===== src/rtl/riscv_dmem_ctrl.sv =====
// rtl/riscv_dmem_ctrl.sv - data-memory access controller: pipe/debug arbitration, lane steering, single outstanding bus access
module riscv_dmem_ctrl #(
  parameter int XLEN = 32
) (
  input  logic              clk_i,
  input  logic              rst_ni,
  input  logic              pipe_req_i,
  input  logic [XLEN-1:0]   pipe_adr_i,
  input  logic              pipe_we_i,
  input  logic [1:0]        pipe_size_i,
  input  logic [XLEN-1:0]   pipe_d_i,
  input  logic              pipe_kill_i,
  output logic              pipe_ack_o,
  output logic              pipe_err_o,
  output logic              pipe_misaligned_o,
  output logic [XLEN-1:0]   pipe_q_o,
  input  logic              dbg_req_i,
  input  logic [XLEN-1:0]   dbg_adr_i,
  input  logic              dbg_we_i,
  input  logic [XLEN-1:0]   dbg_d_i,
  output logic              dbg_ack_o,
  output logic              dbg_err_o,
  output logic [XLEN-1:0]   dbg_q_o,
  output logic              bus_req_o,
  output logic [XLEN-1:0]   bus_adr_o,
  output logic              bus_we_o,
  output logic [XLEN/8-1:0] bus_be_o,
  output logic [XLEN-1:0]   bus_d_o,
  input  logic              bus_gnt_i,
  input  logic              bus_ack_i,
  input  logic              bus_err_i,
  input  logic [XLEN-1:0]   bus_q_i
);
  localparam int BW   = XLEN / 8;
  localparam int LSBW = $clog2(BW);

  typedef enum logic [1:0] {IDLE, ISSUE, WAIT, DRAIN} state_e;
  typedef enum logic {OWN_PIPE, OWN_DBG} owner_e;

  state_e            state_q, state_d;
  owner_e            owner_q, owner_d, last_q, last_d;
  logic              bus_req_q, bus_req_d;
  logic              bus_we_q, bus_we_d;
  logic [XLEN-1:0]   bus_adr_q, bus_adr_d;
  logic [XLEN-1:0]   bus_d_q, bus_d_d;
  logic [BW-1:0]     bus_be_q, bus_be_d;

  logic              misalign, pipe_valid, grant_pipe, resp, kill_own;
  logic [LSBW-1:0]   pipe_lane, dbg_lane;
  logic [BW-1:0]     pipe_base_be, pipe_be, dbg_be;
  logic [XLEN-1:0]   pipe_wdata, dbg_wdata;

  always_comb begin
    case (pipe_size_i)
      2'd0:    misalign = 1'b0;
      2'd1:    misalign = pipe_adr_i[0];
      2'd2:    misalign = |pipe_adr_i[1:0];
      default: misalign = |pipe_adr_i[2:0];
    endcase
  end

  assign pipe_misaligned_o = pipe_req_i & ~pipe_kill_i & misalign;
  assign pipe_valid        = pipe_req_i & ~pipe_kill_i & ~misalign;
  // Pipeline wins unless debug is waiting and the pipeline owned the bus last.
  assign grant_pipe        = pipe_valid & (~dbg_req_i | (last_q == OWN_DBG));
  assign resp              = bus_ack_i | bus_err_i;
  assign kill_own          = (owner_q == OWN_PIPE) & pipe_kill_i;

  assign pipe_lane    = pipe_adr_i[LSBW-1:0];
  assign dbg_lane     = dbg_adr_i[LSBW-1:0];
  assign pipe_base_be = BW'((16'd1 << (4'd1 << pipe_size_i)) - 16'd1);
  assign pipe_be      = pipe_base_be << pipe_lane;
  assign dbg_be       = BW'(4'hF) << dbg_lane;
  assign pipe_wdata   = pipe_d_i << {pipe_lane, 3'b000};
  assign dbg_wdata    = dbg_d_i << {dbg_lane, 3'b000};

  assign pipe_q_o  = bus_q_i;
  assign dbg_q_o   = bus_q_i;
  assign bus_req_o = bus_req_q;
  assign bus_adr_o = bus_adr_q;
  assign bus_we_o  = bus_we_q;
  assign bus_be_o  = bus_be_q;
  assign bus_d_o   = bus_d_q;

  always_ff @(posedge clk_i or negedge rst_ni) begin
    if (!rst_ni) begin
      state_q   <= IDLE;
      owner_q   <= OWN_PIPE;
      last_q    <= OWN_DBG;
      bus_req_q <= 1'b0;
      bus_we_q  <= 1'b0;
      bus_adr_q <= '0;
      bus_be_q  <= '0;
      bus_d_q   <= '0;
    end else begin
      state_q   <= state_d;
      owner_q   <= owner_d;
      last_q    <= last_d;
      bus_req_q <= bus_req_d;
      bus_we_q  <= bus_we_d;
      bus_adr_q <= bus_adr_d;
      bus_be_q  <= bus_be_d;
      bus_d_q   <= bus_d_d;
    end
  end

  always_comb begin
    state_d    = state_q;
    owner_d    = owner_q;
    last_d     = last_q;
    bus_req_d  = bus_req_q;
    bus_we_d   = bus_we_q;
    bus_adr_d  = bus_adr_q;
    bus_be_d   = bus_be_q;
    bus_d_d    = bus_d_q;
    pipe_ack_o = 1'b0;
    pipe_err_o = 1'b0;
    dbg_ack_o  = 1'b0;
    dbg_err_o  = 1'b0;
    case (state_q)
      IDLE: begin
        if (pipe_valid || dbg_req_i) begin
          if (grant_pipe) begin
            owner_d   = OWN_PIPE;
            bus_adr_d = pipe_adr_i;
            bus_we_d  = pipe_we_i;
            bus_be_d  = pipe_be;
            bus_d_d   = pipe_wdata;
          end else begin
            owner_d   = OWN_DBG;
            bus_adr_d = dbg_adr_i;
            bus_we_d  = dbg_we_i;
            bus_be_d  = dbg_be;
            bus_d_d   = dbg_wdata;
          end
          last_d    = grant_pipe ? OWN_PIPE : OWN_DBG;
          bus_req_d = 1'b1;
          state_d   = ISSUE;
        end
      end
      ISSUE: begin
        if (kill_own) begin
          bus_req_d = 1'b0;
          state_d   = bus_gnt_i ? DRAIN : IDLE;
        end else if (bus_gnt_i) begin
          bus_req_d = 1'b0;
          state_d   = WAIT;
        end
      end
      WAIT: begin
        if (kill_own) begin
          state_d = resp ? IDLE : DRAIN;
        end else if (resp) begin
          state_d = IDLE;
          if (owner_q == OWN_PIPE) begin
            pipe_ack_o = bus_ack_i;
            pipe_err_o = bus_err_i;
          end else begin
            dbg_ack_o = bus_ack_i;
            dbg_err_o = bus_err_i;
          end
        end
      end
      default: begin
        if (resp) state_d = IDLE;
      end
    endcase
  end

`ifndef SYNTHESIS
  a_pipe_hold: assert property (@(posedge clk_i) disable iff (!rst_ni)
    pipe_req_i && !pipe_kill_i && !pipe_ack_o && !pipe_err_o && !pipe_misaligned_o |=> pipe_req_i);
  a_dbg_hold: assert property (@(posedge clk_i) disable iff (!rst_ni)
    dbg_req_i && !dbg_ack_o && !dbg_err_o |=> dbg_req_i);
  a_ack_state: assert property (@(posedge clk_i) disable iff (!rst_ni)
    bus_ack_i |-> (state_q == WAIT || state_q == DRAIN));
  a_ack_err: assert property (@(posedge clk_i) disable iff (!rst_ni) !(bus_ack_i && bus_err_i));
  a_size: assert property (@(posedge clk_i) disable iff (!rst_ni)
    pipe_req_i |-> !(XLEN == 32 && pipe_size_i == 2'd3));
`endif
endmodule


===== config.mk =====
export PLATFORM = sky130hd
export DESIGN_NAME = riscv_dmem_ctrl
export DESIGN_NICKNAME = d
export VERILOG_FILES = /design/src/rtl/riscv_dmem_ctrl.sv
export SDC_FILE = /design/constraint.sdc
export NUM_CORES = 1
export LEC_CHECK = 0
export BUFFER_PORTS_ARGS = -buffer_cell sky130_fd_sc_hd__buf_2
export CORE_AREA = 4 4 119 121
export DETAILED_ROUTE_END_ITERATION = 8
export DIE_AREA = 0 0 123 125
export GPL_TIMING_DRIVEN = 1
export PLACE_DENSITY_LB_ADDON = 0.12
export SYNTH_ARGS = -nofsm -noshare
export SYNTH_HDL_FRONTEND = slang
export SYNTH_SLANG_ARGS = --single-unit

===== constraint.sdc =====
create_clock -name clk_i -period 4.6 [get_ports clk_i]
set_input_delay 0.69 -clock clk_i [delete_from_list [all_inputs] [get_ports clk_i]]
set_output_delay 0.69 -clock clk_i [all_outputs]
set_load 0.005 [all_outputs]

==> flow_summary.yaml, run 1 <==
placement:
  dp_hpwl_mm: 11.7
  place_ws_ns: 1.16
  placed_area_um2: 5870
  place.gp.congestion: 0.776
  io_buffers: 214
  dp.cells: 736
clock_tree:
  cts_resized: 0
  cts-root-buf: "clkbuf_16"
  cts_setup_buffers: 0
  clkTransAtPathRegs_ns: 0.05
  numCtsBuffers: 9
  clk_latency_ns: 0.33
  cts_sinks: 74
  htree_levels: 3
  ctsLongestPathBuffers: 2
  cts_tree: "built"
  cts_hold_buffers: 0
flow_run:
  maxCapViolCount: 0
yosys:
  synth_common_cells: "mux2_2 (78), dfrtp_1 (73), buf_4 (65), mux2i_1 (50), mux2_1 (42)"
  synth_seq_cells: 74
  synthDistinctLibCells: 36
  syn_area_um2: 5160
  ys.flop_type: "dfrtp_1"
  ys_top_cells_by_area: "dfrtp_1 (35%), mux2_2 (17%), mux2i_1 (9.7%), buf_4 (9.5%), mux2_1 (9.2%)"
  yosys_warnings: 0
  async_flop_share_pct: 100
  synth_top_cell_area_share_pct: 35.4
  synth_edf_count: 0
  seq_area_frac_synth_pct: 35.9
  netlist_instances: 435
  synth_area_leader_cell: "dfrtp_1"
  avgSynthCellArea_um2: 11.9
  yosysMostFrequentCell: "mux2_2"
  syn_nets: 607
cells_and_area:
  postLayoutCoreUtil_pct: 47.3
  syn2layout_area_growth_pct: 19.9
  design_area_um2: 6190
  fin_cells: 752
  fill_cells: 1233
  fin_nets: 743
  drive_gt1_share_pct: 57.0
floorplanning:
  dieArea_um2: 15400
  die_y_um: 125
  initial_utilization_pct: 39.5
  core.rowCount: 42
  die_x_um: 123
  ios: 311
  core_um2: 13100
grt:
  grt_usage_pct: 20.0
  grt_pass1_wl_mm: 23.7
  grt_pass1_vias: 4250
  grt_max_degree: 75
  antenna_found_initial: 4
  grt.overflow.total: 0
timing:
  worst_pin_slew_ns: 0.999
  setup_violations: 0
  setup_tns_ns: 0
  fin_ws_ns: 1.51
  rsz0062_at_grt: "false"
  period_minus_slack_ns: 3.09
  whs_ns: 0.493
  fmax_mhz: 324
  slew_headroom_pct: 33.3
  hold_viol: 0
  finalMaxSlewViolations: 0
  period_share_pct: 67.2
  fin_skew_ns: 0.00415
detailed_routing:
  routedWlPerCell_um: 20.6
  vias: 3973
  drtIter0Drc: 161
  met3WireLength_mm: 1.43
  antenna_left: 0
  drt_first_pass_iters: 4
  drc: 0
  met1Wirelength_mm: 5.84
  avgViaCountPerCell: 5.28
  wl_met2_mm: 7.64
  top_layer: "met5"
  finalWirelength_mm: 15.5
run_status:
  status: "finished clean"
worst_hold_path:
  hold_class: "input pin to asynchronous set/reset pin"
worst_setup_path:
  crit_arrival_ns: 3.31
  worstSetupPathType: "input pin to flip-flop"
  critPathMaxFanout: 35
  cp_cell_sequence: "buf_2 > o21a_1 > a2111o_2 > buf_4 > mux2_1 > mux2_2"
  start_kind: "input pin"
  slowest_stage: "buf_2"
  cpPeakStageDelay_ns: 0.56
  endpoint_kind: "flip-flop"
  cp_data_required_time_ns: 4.82
  r2r_slack_ns: 1.98
pwr:
  ir_drop_uv: 275
  power_mw: 3.03
  p_per_area_nw_per_um2: 490
  leakagePower_nw: 2.99
-- where the power goes --
group | total, mW | switching [mW] | leakage (nW) | internal [mW]
clock | 0.759 | 0.272 | 0.152 | 0.488
sequential | 1.13 | 0.160 | 0.893 | 0.968
combinational | 1.14 | 0.492 | 1.95 | 0.651
total | 3.03 | 0.924 | 2.99 | 2.11
-- critical path, delay by kind of cell --
family / cells / cell delay (ns)
buf+inv: 2 / 1.09
compound gates: 2 / 0.83
mux: 2 / 0.63
-- sequential cells by signal (all words and copies together) (netlist names) --
| register | count |
|---|---|
| state_q | 2 |
| bus_we_o | 1 |
| bus_req_o | 1 |
| owner_q | 1 |
| bus_be_o | 4 |
| bus_d_o | 32 |
| last_q | 1 |
| bus_adr_o | 32 |
-- path summary, 6_finish.rpt --
kind	start	cells after the start	end
setup / recovery	pipe_adr_i[0]	6	bus_adr_o[30]
hold / removal	rst_ni	1	bus_d_o[0]
setup reg to reg	last_q	5	bus_adr_o[30]
hold reg to reg	bus_be_o[1]	1	bus_be_o[1]
max in group asynchronous	rst_ni	1	bus_d_o[15]
min in group clk_i	bus_be_o[1]	1	bus_be_o[1]
-- cells in the final DEF, fill, tap and decap left out, drive strengths merged, types with 2 or more instances in the layout --
| cell type | count |
|---|---|
| buf | 220 |
| mux2 | 120 |
| dfrtp | 73 |
| mux2i | 50 |
| a2bb2oi | 16 |
| a32o | 16 |
| nor2 | 15 |
| clkbuf | 11 |
| mux4 | 8 |
| a21oi | 5 |
| nor2b | 5 |
| o21ai | 5 |
| inv | 3 |
| and3 | 2 |
| and2 | 2 |
| a211oi | 2 |
| a22o | 2 |
| a2111oi | 2 |
| nand2 | 2 |
| bufinv | 2 |
| nor4 | 2 |
-- cells by family after synthesis --
logic type	synth area share (%)
compound gates	8.63
buf+inv	12.9
flops	35.9
mux	39.4
xor+xnor	0.170
simple gates	3.03
-- cell type report --
class                      instances  area, um2  area share (%)
antenna                            1       2.50          0.0404
clock buffer                      11        243            3.92
clock inverter                     4       76.3            1.23
inverter                           3       11.3           0.182
multi-input combinational        263       2670            43.1
sequential                        74       1850            29.9
tap                              176        220            3.56
timing repair buffer             220       1120            18.1
-- routing by layer --
| metal | GRT usage [%] | vias up |
|---|---|---|
| met2 | 33.0 | 174 |
| met3 | 6.59 | 57 |
| li1 | - | 1818 |
| met5 | 0 | - |
| met1 | 23.3 | 1918 |
| met4 | 9.51 | 6 |
Power figures use the tool's default switching activity.
==> inputs of run 2 (changes only) <==
--- a/config.mk
+++ b/config.mk
@@ -6,9 +6,9 @@
 export NUM_CORES = 1
 export LEC_CHECK = 0
 export BUFFER_PORTS_ARGS = -buffer_cell sky130_fd_sc_hd__buf_2
-export CORE_AREA = 4 4 119 121
+export CORE_AREA = 4 4 117 119
 export DETAILED_ROUTE_END_ITERATION = 8
-export DIE_AREA = 0 0 123 125
+export DIE_AREA = 0 0 121 123
 export GPL_TIMING_DRIVEN = 1
 export PLACE_DENSITY_LB_ADDON = 0.12
 export SYNTH_ARGS = -nofsm -noshare
==> constraint.sdc (replaced) <==
create_clock -name clk_i -period 3.05 [get_ports clk_i]
set_input_delay 0.4575 -clock clk_i [delete_from_list [all_inputs] [get_ports clk_i]]
set_output_delay 0.4575 -clock clk_i [all_outputs]
set_load 0.005 [all_outputs]
==> run 2 against run 1 <==
Net effect: die area is 3.2% lower; routed wire length increased by 0.61%; largest cell class unchanged; count of clock-buffer cells in the layout unchanged; clock skew rose by 0.00097 ns; combinational power rose by 54%; largest power group unchanged; setup slack got worse by 0.67 ns; clock power rose by 74%; design area grew 1.6%; critical path depth grew 1.
==> flow_summary.yaml, run 2 (synthesized netlist as in run 1, its figures left out) <==
run_status:
  status: "finished clean"
cells_and_area:
  final_common_cell: "buf_2"
  drive_gt1_share_pct: 57.5
  fin_nets: 748
  syn2layout_area_growth_pct: 21.8
  layout_common_cells: "buf_2 (213), mux2_2 (78), dfrtp_1 (73)"
clock_tree:
  cts_setup_buffers: 0
  cts_tree: "built"
  numCtsBuffers: 9
  htree_levels: 3
  clkTransAtPathRegs_ns: 0.06
  ctsLongestPathBuffers: 2
  cts_sinks: 74
  cts_hold_buffers: 0
  cts-root-buf: "clkbuf_16"
  cts_resized: 0
  clk_latency_ns: 0.33
timing:
  fin_skew_ns: 0.00511
  fin_ws_ns: 0.839
  worst_pin_slew_ns: 0.949
  period_minus_slack_ns: 2.21
  finalMaxSlewViolations: 0
  setup_violations: 0
  rsz0062_at_grt: "false"
  slew_headroom_pct: 36.8
  fmax_mhz: 452
  period_share_pct: 72.5
  hold_viol: 0
  setup_tns_ns: 0
floorplanning:
  ios: 311
  core_um2: 12600
  core.rowCount: 41
  dieArea_um2: 14900
  die_y_um: 123
  initial_utilization_pct: 41.1
  die_x_um: 121
placement:
  dp_hpwl_mm: 12.1
  place.gp.congestion: 0.823
  io_buffers: 214
  place_ws_ns: 0.463
worst_setup_path:
  slowest_stage: "o21ai_4"
  crit_path_start: "pipe_adr_i[0]"
  critPathTopFamily: "buffers and inverters"
  r2r_slack_ns: 0.96
  cp_data_required_time_ns: 3.26
  cp_num_buf_inv: 3
  cpPeakStageDelay_ns: 0.39
  start_kind: "input pin"
  critPathMaxFanout: 59
  worstSetupPathType: "input pin to flip-flop"
  cp_cell_sequence: "buf_2 > o21a_1 > a211oi_1 > buf_4 > o21ai_4 > buf_12 > mux2_2"
  endpoint_kind: "flip-flop"
  crit_arrival_ns: 2.42
  timing.rr.start: "last_q"
grt:
  grt_pass1_wl_mm: 23.2
  grt_pass1_vias: 4174
  met2_usage_pct: 34.2
  grt_max_degree: 75
  grt_usage_pct: 20.4
  busiest_layer: "met2"
  antenna_found_initial: 3
  grt.overflow.total: 0
  grtUsageMet3_pct: 8.46
  use_met1_pct: 22.5
detailed_routing:
  drtIter0Drc: 152
  routedWlPerCell_um: 20.7
  drt_first_pass_iters: 4
  finalWirelength_mm: 15.6
  avgViaCountPerCell: 5.23
  drc: 0
  vias: 3955
  antenna_left: 0
pwr:
  power_mw: 4.77
  ir_drop_uv: 388
  p_per_area_nw_per_um2: 759
  leakagePower_nw: 3.05
worst_hold_path:
  hold_class: "input pin to asynchronous set/reset pin"
flow_run:
  maxCapViolCount: 0
-- run 2: worst paths after layout --
kind                            endpoint  cells after the start
setup / recovery           bus_adr_o[12]                      7
hold / removal             bus_adr_o[29]                      1
setup reg to reg           bus_adr_o[14]                      5
hold reg to reg              bus_be_o[1]                      1
max in group asynchronous        owner_q                      1
min in group clk_i            state_q[1]                      2
-- run 2: power by group --
group          total (mW)  switching, mW  internal [mW]
registers            1.70          0.243           1.46
logic                1.75          0.757          0.993
clock network        1.32          0.413          0.904
total                4.77           1.41           3.36
-- run 2: per-layer routing --
layer	routed length [um]	vias up
met5	0	-
met4	385	0
li1	-	1828
met3	1710	38
met2	7850	175
met1	5670	1914
-- run 2: worst reg2reg max path: stages, from the launching register on --
cell and delay, ns:
dfstp_2 0.52, nor2b_1 0.09, a2111o_2 0.42, buf_4 0.28, mux2_1 0.40, mux2_2 0.26
-- run 2: through the flow --
| stage | std cells | instance area [um2] | hold WS, ns | utilization, % |
|---|---|---|---|---|
| floorplan | 435 | 5160 | 0.162 | - |
| global placement | 737 | 5910 | 0.473 | 47.0 |
| detailed placement | 737 | 5910 | 0.484 | 47.0 |
| CTS | 753 | 6280 | 0.317 | 50.0 |
| global route | 756 | 6290 | 0.370 | 50.0 |
| finish | 756 | 6290 | 0.283 | 50.0 |
-- run 2: area by class of cell --
class                           count  area [um2]
Multi-Input combinational cell    263        2670
Clock buffer                       11         243
Tap cell                          172         215
Fill cell                        1172        6280
Antenna cell                        3        7.51
Timing Repair Buffer              225        1170
Clock inverter                      5         125
Sequential cell                    74        1850
Inverter                            3        11.3
